**src/rtl/sonuc_bcd_cevirici.sv**
```systemverilog
// sonuc_bcd_cevirici: captures the integer field of an arithmetic unit result
// on a hazir rising edge and converts it, as signed 32-bit two's complement,
// into sign plus BCD digits with a bit-serial shift-and-add-3 sequence.
module sonuc_bcd_cevirici #(
  parameter int BASAMAK = 10
) (
  input  logic                   clk,
  input  logic                   rst_n,
  input  logic [63:0]            sonuc,
  input  logic                   hazir,
  input  logic                   gecerli,
  input  logic                   tasma,
  output logic [4*BASAMAK-1:0]   basamaklar,
  output logic                   isaret,
  output logic                   hata,
  output logic                   mesgul,
  output logic                   cikis_gecerli
);

  localparam int BCD_W = 4 * BASAMAK;

  typedef enum logic [1:0] {
    BOS   = 2'd0,
    CEVIR = 2'd1,
    BITTI = 2'd2
  } durum_t;

  // Add 3 to every digit that is 5 or more, ahead of the next left shift.
  function automatic logic [BCD_W-1:0] basamak_duzelt(input logic [BCD_W-1:0] b);
    logic [BCD_W-1:0] r;
    r = b;
    for (int i = 0; i < BASAMAK; i++) begin
      if (b[4*i +: 4] >= 4'd5) begin
        r[4*i +: 4] = b[4*i +: 4] + 4'd3;
      end else begin
        r[4*i +: 4] = b[4*i +: 4];
      end
    end
    return r;
  endfunction

  durum_t             durum_q, durum_d;
  logic               hazir_gecikme_q;
  logic [4:0]         sayac_q, sayac_d;
  logic [BCD_W-1:0]   bcd_q, bcd_d;
  logic [31:0]        ikili_q, ikili_d;
  logic               isaret_ic_q, isaret_ic_d;
  logic               hata_ic_q, hata_ic_d;

  logic [BCD_W-1:0]   basamaklar_q;
  logic               isaret_q;
  logic               hata_q;
  logic               mesgul_q, mesgul_d;
  logic               cikis_gecerli_q;

  logic               olay_s;
  logic               yakala_s;
  logic               cevir_s;
  logic               yukle_s;
  logic [31:0]        x_s;
  logic [BCD_W-1:0]   duzeltilmis_s;

  assign olay_s        = hazir & ~hazir_gecikme_q & gecerli;
  assign x_s           = sonuc[47:16];
  assign duzeltilmis_s = basamak_duzelt(bcd_q);

  // State register; reset aborts any conversion in progress.
  always_ff @(posedge clk or negedge rst_n) begin
    if (!rst_n) begin
      durum_q <= BOS;
    end else begin
      durum_q <= durum_d;
    end
  end

  // Next-state logic: one capture, 32 iterations, one publish cycle.
  always_comb begin
    durum_d = durum_q;
    case (durum_q)
      BOS: begin
        if (olay_s) begin
          durum_d = CEVIR;
        end else begin
          durum_d = BOS;
        end
      end
      CEVIR: begin
        if (sayac_q == 5'd31) begin
          durum_d = BITTI;
        end else begin
          durum_d = CEVIR;
        end
      end
      BITTI:   durum_d = BOS;
      default: durum_d = BOS;
    endcase
  end

  // Per-state control strobes; events outside BOS are dropped.
  always_comb begin
    yakala_s = 1'b0;
    cevir_s  = 1'b0;
    yukle_s  = 1'b0;
    case (durum_q)
      BOS:     yakala_s = olay_s;
      CEVIR:   cevir_s  = 1'b1;
      BITTI:   yukle_s  = 1'b1;
      default: begin
        yakala_s = 1'b0;
        cevir_s  = 1'b0;
        yukle_s  = 1'b0;
      end
    endcase
  end

  // Working datapath: load magnitude on capture, then adjust-and-shift.
  always_comb begin
    sayac_d     = sayac_q;
    bcd_d       = bcd_q;
    ikili_d     = ikili_q;
    isaret_ic_d = isaret_ic_q;
    hata_ic_d   = hata_ic_q;
    if (yakala_s) begin
      isaret_ic_d = x_s[31];
      ikili_d     = x_s[31] ? (~x_s + 32'd1) : x_s;
      bcd_d       = '0;
      hata_ic_d   = tasma;
      sayac_d     = 5'd0;
    end else if (cevir_s) begin
      bcd_d   = {duzeltilmis_s[BCD_W-2:0], ikili_q[31]};
      ikili_d = {ikili_q[30:0], 1'b0};
      sayac_d = sayac_q + 5'd1;
    end else begin
      sayac_d = sayac_q;
    end
  end

  // Busy from the capture edge until the cycle after the publish pulse.
  always_comb begin
    mesgul_d = mesgul_q;
    if (yakala_s) begin
      mesgul_d = 1'b1;
    end else if (cikis_gecerli_q) begin
      mesgul_d = 1'b0;
    end else begin
      mesgul_d = mesgul_q;
    end
  end

  // Working registers and the hazir edge detector.
  always_ff @(posedge clk or negedge rst_n) begin
    if (!rst_n) begin
      hazir_gecikme_q <= 1'b1;
      sayac_q         <= 5'd0;
      bcd_q           <= '0;
      ikili_q         <= 32'd0;
      isaret_ic_q     <= 1'b0;
      hata_ic_q       <= 1'b0;
    end else begin
      hazir_gecikme_q <= hazir;
      sayac_q         <= sayac_d;
      bcd_q           <= bcd_d;
      ikili_q         <= ikili_d;
      isaret_ic_q     <= isaret_ic_d;
      hata_ic_q       <= hata_ic_d;
    end
  end

  // Output registers, updated as a whole only in the publish cycle.
  always_ff @(posedge clk or negedge rst_n) begin
    if (!rst_n) begin
      basamaklar_q    <= '0;
      isaret_q        <= 1'b0;
      hata_q          <= 1'b0;
      mesgul_q        <= 1'b0;
      cikis_gecerli_q <= 1'b0;
    end else begin
      if (yukle_s) begin
        basamaklar_q <= bcd_q;
        // A zero result is never shown as negative.
        isaret_q     <= isaret_ic_q & (bcd_q != '0);
        hata_q       <= hata_ic_q;
      end
      mesgul_q        <= mesgul_d;
      cikis_gecerli_q <= yukle_s;
    end
  end

  assign basamaklar    = basamaklar_q;
  assign isaret        = isaret_q;
  assign hata          = hata_q;
  assign mesgul        = mesgul_q;
  assign cikis_gecerli = cikis_gecerli_q;

endmodule

```
**config.mk**
```make
export PLATFORM = sky130hd
export DESIGN_NAME = sonuc_bcd_cevirici
export DESIGN_NICKNAME = d
export VERILOG_FILES = /design/src/rtl/sonuc_bcd_cevirici.sv
export SDC_FILE = /design/constraint.sdc
export NUM_CORES = 1
export LEC_CHECK = 0
export ABC_AREA = 0
export CAP_MARGIN = 20
export CORE_MARGIN = 3
export CORE_UTILIZATION = 66
export DETAILED_ROUTE_END_ITERATION = 10
export DONT_BUFFER_PORTS = 1
export PLACE_DENSITY = 0.81
export SYNTH_ARGS = -nofsm -noshare
export SYNTH_HDL_FRONTEND = slang
export SYNTH_SLANG_ARGS = --single-unit
```
**constraint.sdc**
```tcl
create_clock -name clk -period 5.6 [get_ports clk]
set_input_delay 1.12 -clock clk [delete_from_list [all_inputs] [get_ports clk]]
set_output_delay 1.12 -clock clk [all_outputs]
set_load 0.01 [all_outputs]
```
# == Word-level counts from Yosys, hierarchy flattened ==
# Cells that the tools add are included.
# totals
out_inout_bits,44
register_bits,126
wordCells,71
# classes
bitwise_logic,5
addsub,12
eq_ne,3
reduce_logical,4
order_cmp,10
mux,25
# ops
op,n
32-bit two-way mux,3
40-bit two-way mux,2
4-bit by 3-bit greater-or-equal comparator with 1-bit output (second input constant),10
40-bit nonzero test,1
4-bit by 2-bit adder with 4-bit output (second input constant),9
4-bit two-way mux,9
32-bit by 1-bit adder with 32-bit output (second input constant),1
32-bit inverter,1
5-bit two-way mux,2
1-bit two-way mux,6
5-bit by 1-bit adder with 5-bit output (second input constant),1
5-bit == test (second input constant),1
2-bit case mux with 2 select lines,1
2-bit nonzero test,2
3-bit by 2-bit adder with 3-bit output (second input constant),1
1-bit bitwise AND,3
3-bit two-way mux,1
2-bit by 1-bit == test with 1-bit output (second input constant),1
2-bit == test (second input constant),1
2-bit logical NOT,1
2-bit two-way mux,1
1-bit inverter,1

# == Depth between registers and ports, before layout ==
# logic_depth
depth_word,5
mapped_depth,7
mapped_depth_nobuf,7

# == Least setup slack after synthesis ==
# OpenSTA, ideal clock, no wires.
# synth_path
path_type,input port to flip-flop
start,input port sonuc[16]
end,register ikili_q[30]
path_slack_ps,2865
setup_time_ps,137
path_buffers,0
t_arrival_ps,2598
cell_stages,7
path_cell_list,inv_1 ha_1 nor3b_1 nand4_1 o41ai_1 xor2_1 a21oi_1
# synth_between
elab_chain_len,4
# synth_lines
item,line,source
start: declaration,9,"input logic [63:0] sonuc,"
32-bit inverter,125,ikili_d = x_s[31] ? (~x_s + 32'd1) : x_s;
32-bit by 1-bit adder with 32-bit output,125,
32-bit two-way mux,125,
32-bit two-way mux,123,if (yakala_s) begin
end signal: assignment,163,ikili_q <= ikili_d;
end: declaration,46,"logic [31:0] ikili_q, ikili_d;"
# No other way between the ends.
# A chain may end at the register's enable or synchronous reset.

# == Worst setup path after layout ==
# layout_path
start,input port sonuc[16]
end,register ikili_q[26]
# Same word-level chain as after synthesis.

==> results.ini <==
[status]
status=finished, final reports clean

[cells_and_area]
final_cell_mix=dfrtp_1 (125), nand2_1 (92), o21ai_0 (88)
stdcell_area_um2=7244
num_antenna_cells=0
area_growth_pct=9.992
nets=787
layout_commonest_cell=dfrtp_1
drive_above_1_share_pct=9.156
n_fill_cell=650
stdcell_count=828

[yosys]
synth_edf_count=0
synth_mux_area_share_pct=3.894
synth.distinct_cells=41
synth-seq-area-share_pct=47.89
synthSimpleGateAreaFrac_pct=18.35
synth_warnings=0
syn_avg_cell_area_um2=9.396
synth_compound_area_share_pct=15.24
syn-cell-area_um2=6586
synth-xor-area-share_pct=4.787
synth_flop_cell=dfrtp_1
async_flop_share_pct=100.0
syn_nets=802
synthCells=701
synth-seq-cells=126
synth_top_family_by_area=simple AND/OR/NAND/NOR gates
yosys.area_share.adder_pct=6.079

[place]
gp_congestion=0.8207
dp_cells=796
dpl-instance-area_um2=6649
dp_hpwl_um=9046
io_buffers=0

[routing]
viasPerCell=6.162
drt-wirelength-per-cell_um=17.40
drc=0
wl_um=14410
num_vias=5102
ant_nets=0
drt_iter0_drc=409
drtPass1Iterations=5

[worst_setup_path]
crit_buf_inv=1
ff2ff_path_depth=4
critical_path_class=input pin to flip-flop
critical_path.top_delay_family=simple AND/OR/NAND/NOR gates
crit_arrival_ns=3.06
worstSetupEndpointType=flip-flop
crit_fanout=8
ff2ff_setup_slack_ns=3.07
critPathSlowestCell=o41ai_1
path_cells=inv_1 -> ha_1 -> nor3b_1 -> nand4_1 -> o41ai_1 -> xor2_1 -> a21oi_1
cpPeakStageDelay_ns=0.52
timing.rr.end=ikili_q[31]
required_ns=5.99
start_kind=input pin
r2r_start=durum_q[1]

[die]
io_pins=113
dieArea_um2=11210
core_area_um2=9459
die_w_um=105.9
start_util_pct=69.63
die_h_um=105.9
std_cell_rows=35

[cts]
cts_made_buffers=17
insertion_delay_ns=0.52
post_cts_resized=0
cts_tree=yes
post_cts_buffers=0
cts_sinks=126
clk_pin_slew_worst_paths_ns=0.06
ctsHoldBuffers=0
cts-root-buf=clkbuf_8
clockBufferDepth=2
cts_htree_levels=4

[sta]
relSlewSlack_pct=49.50
tns_ns=0
rsz0062_at_grt=no
setup-violations-final=0
fin_crit_ns=2.669
finalHoldViolations=0
timing.final.crit_share_pct=47.66
skew_ns=0.01222
finalMaxSlewViolations=0
fmax_ghz=0.3747
tightest_slew_ns=0.7518

[power_and_ir_drop]
finalPower_uw=3692
power.density_nw_per_um2=509.7
peakVddDrop_mv=0.2876
leakage_uw=0.003123

[global_route]
grt_pass1_vias=5073
track_usage_pct=26.69
antenna_found_initial=0
grt_overflow=0
grt_start_max_net_pins=127
grt_pass1_wl_um=24230

[flow_run]
max_cap_viol_count=0

[min_path]
min_path_type=input pin to asynchronous set/reset pin

[layout make-up]
class / count / area [um2] / area share (%)
Multi-Input combinational cell: 511 / 3206 / 44.25
Sequential cell: 126 / 3154 / 43.54
Clock buffer: 19 / 431.7 / 5.959
Clock inverter: 13 / 163.9 / 2.263
Tap cell: 129 / 161.4 / 2.228
Inverter: 26 / 97.59 / 1.347
Timing Repair Buffer: 4 / 30.03 / 0.4145
[per-layer routing]
layer / wire [um] / global-route usage, %
met1: 6107 / 34.74
met2: 7238 / 43.94
met3: 829 / 6.436
met4: 233 / 9.436
met5: 0 / 0
[sequential cells by signal, summed over array words and instances (netlist names), 2 cells and up]
register / count
durum_q: 2
ikili_q: 32
bcd_q: 40
sayac_q: 5
basamaklar: 40
[report_power, final]
part,switching (uW),internal (uW),leakage [uW]
Clock,415,692,0.000289
Sequential,257,1180,0.00158
Combinational,674,478,0.00125
Total,1350,2350,0.00312
[Yosys cell counts, drive strengths merged (3+ instances only)]
master / instances / area share [%]
and3: 22 / 2.1
or4: 6 / 0.74
a32o: 3 / 0.46
nand4: 4 / 0.38
buf: 4 / 0.34
a21oi: 52 / 4.0
nand3: 38 / 2.9
nor3b: 8 / 0.91
ha: 32 / 6.1
o41ai: 7 / 0.93
o31ai: 12 / 1.4
o211ai: 4 / 0.46
nand2b: 12 / 1.1
nand2: 92 / 5.2
nor3: 3 / 0.23
inv: 26 / 1.5
a22oi: 3 / 0.34
or3: 3 / 0.28
o21ai: 88 / 6.7
nor2: 30 / 1.7
xnor2: 13 / 1.7
dfrtp: 125 / 47
mux2: 21 / 3.6
a31oi: 5 / 0.47
nand3b: 6 / 0.68
xor2: 23 / 3.1
clkbuf: 34 / 1.9
nor4: 11 / 1.2
[stage by stage]
step,setup WS [ns],util [%],hold slack (ns)
6_report,2.931,76.59,0.2838
5_1_grt,2.747,76.59,0.2610
4_1_cts,2.982,76.59,0.2658
3_5_place_dp,2.451,70.29,0.4630
3_3_place_gp,2.488,70.29,0.4569
2_1_floorplan,2.865,-,0.4417
[worst max path at each step]
stage | start | cells past startpoint | end | slack (ns)
after CTS | sonuc[16] | 7 | ikili_q[30] | 2.98
after global placement | sonuc[16] | 7 | ikili_q[26] | 2.49
after floorplan | sonuc[16] | 7 | ikili_q[30] | 2.86
final | sonuc[16] | 7 | ikili_q[26] | 2.93
after global routing | sonuc[16] | 7 | ikili_q[30] | 2.75
after detailed placement | sonuc[16] | 7 | ikili_q[30] | 2.45
[worst register-to-register path, stage by stage, from the launching register on]
cell and delay, ns:
dfrtp_1 0.47, or4_4 0.89, or4_1 0.59, or4_1 0.41, nand3_1 0.09
[kinds of logic after synthesis]
| group | Yosys count |
|---|---|
| compound gates | 178 |
| xor+xnor | 36 |
| fa+ha+maj | 32 |
| buf+inv | 64 |
| flops | 126 |
| mux | 23 |
| simple gates | 242 |
Note: power is estimated with default switching activity, not from simulation.
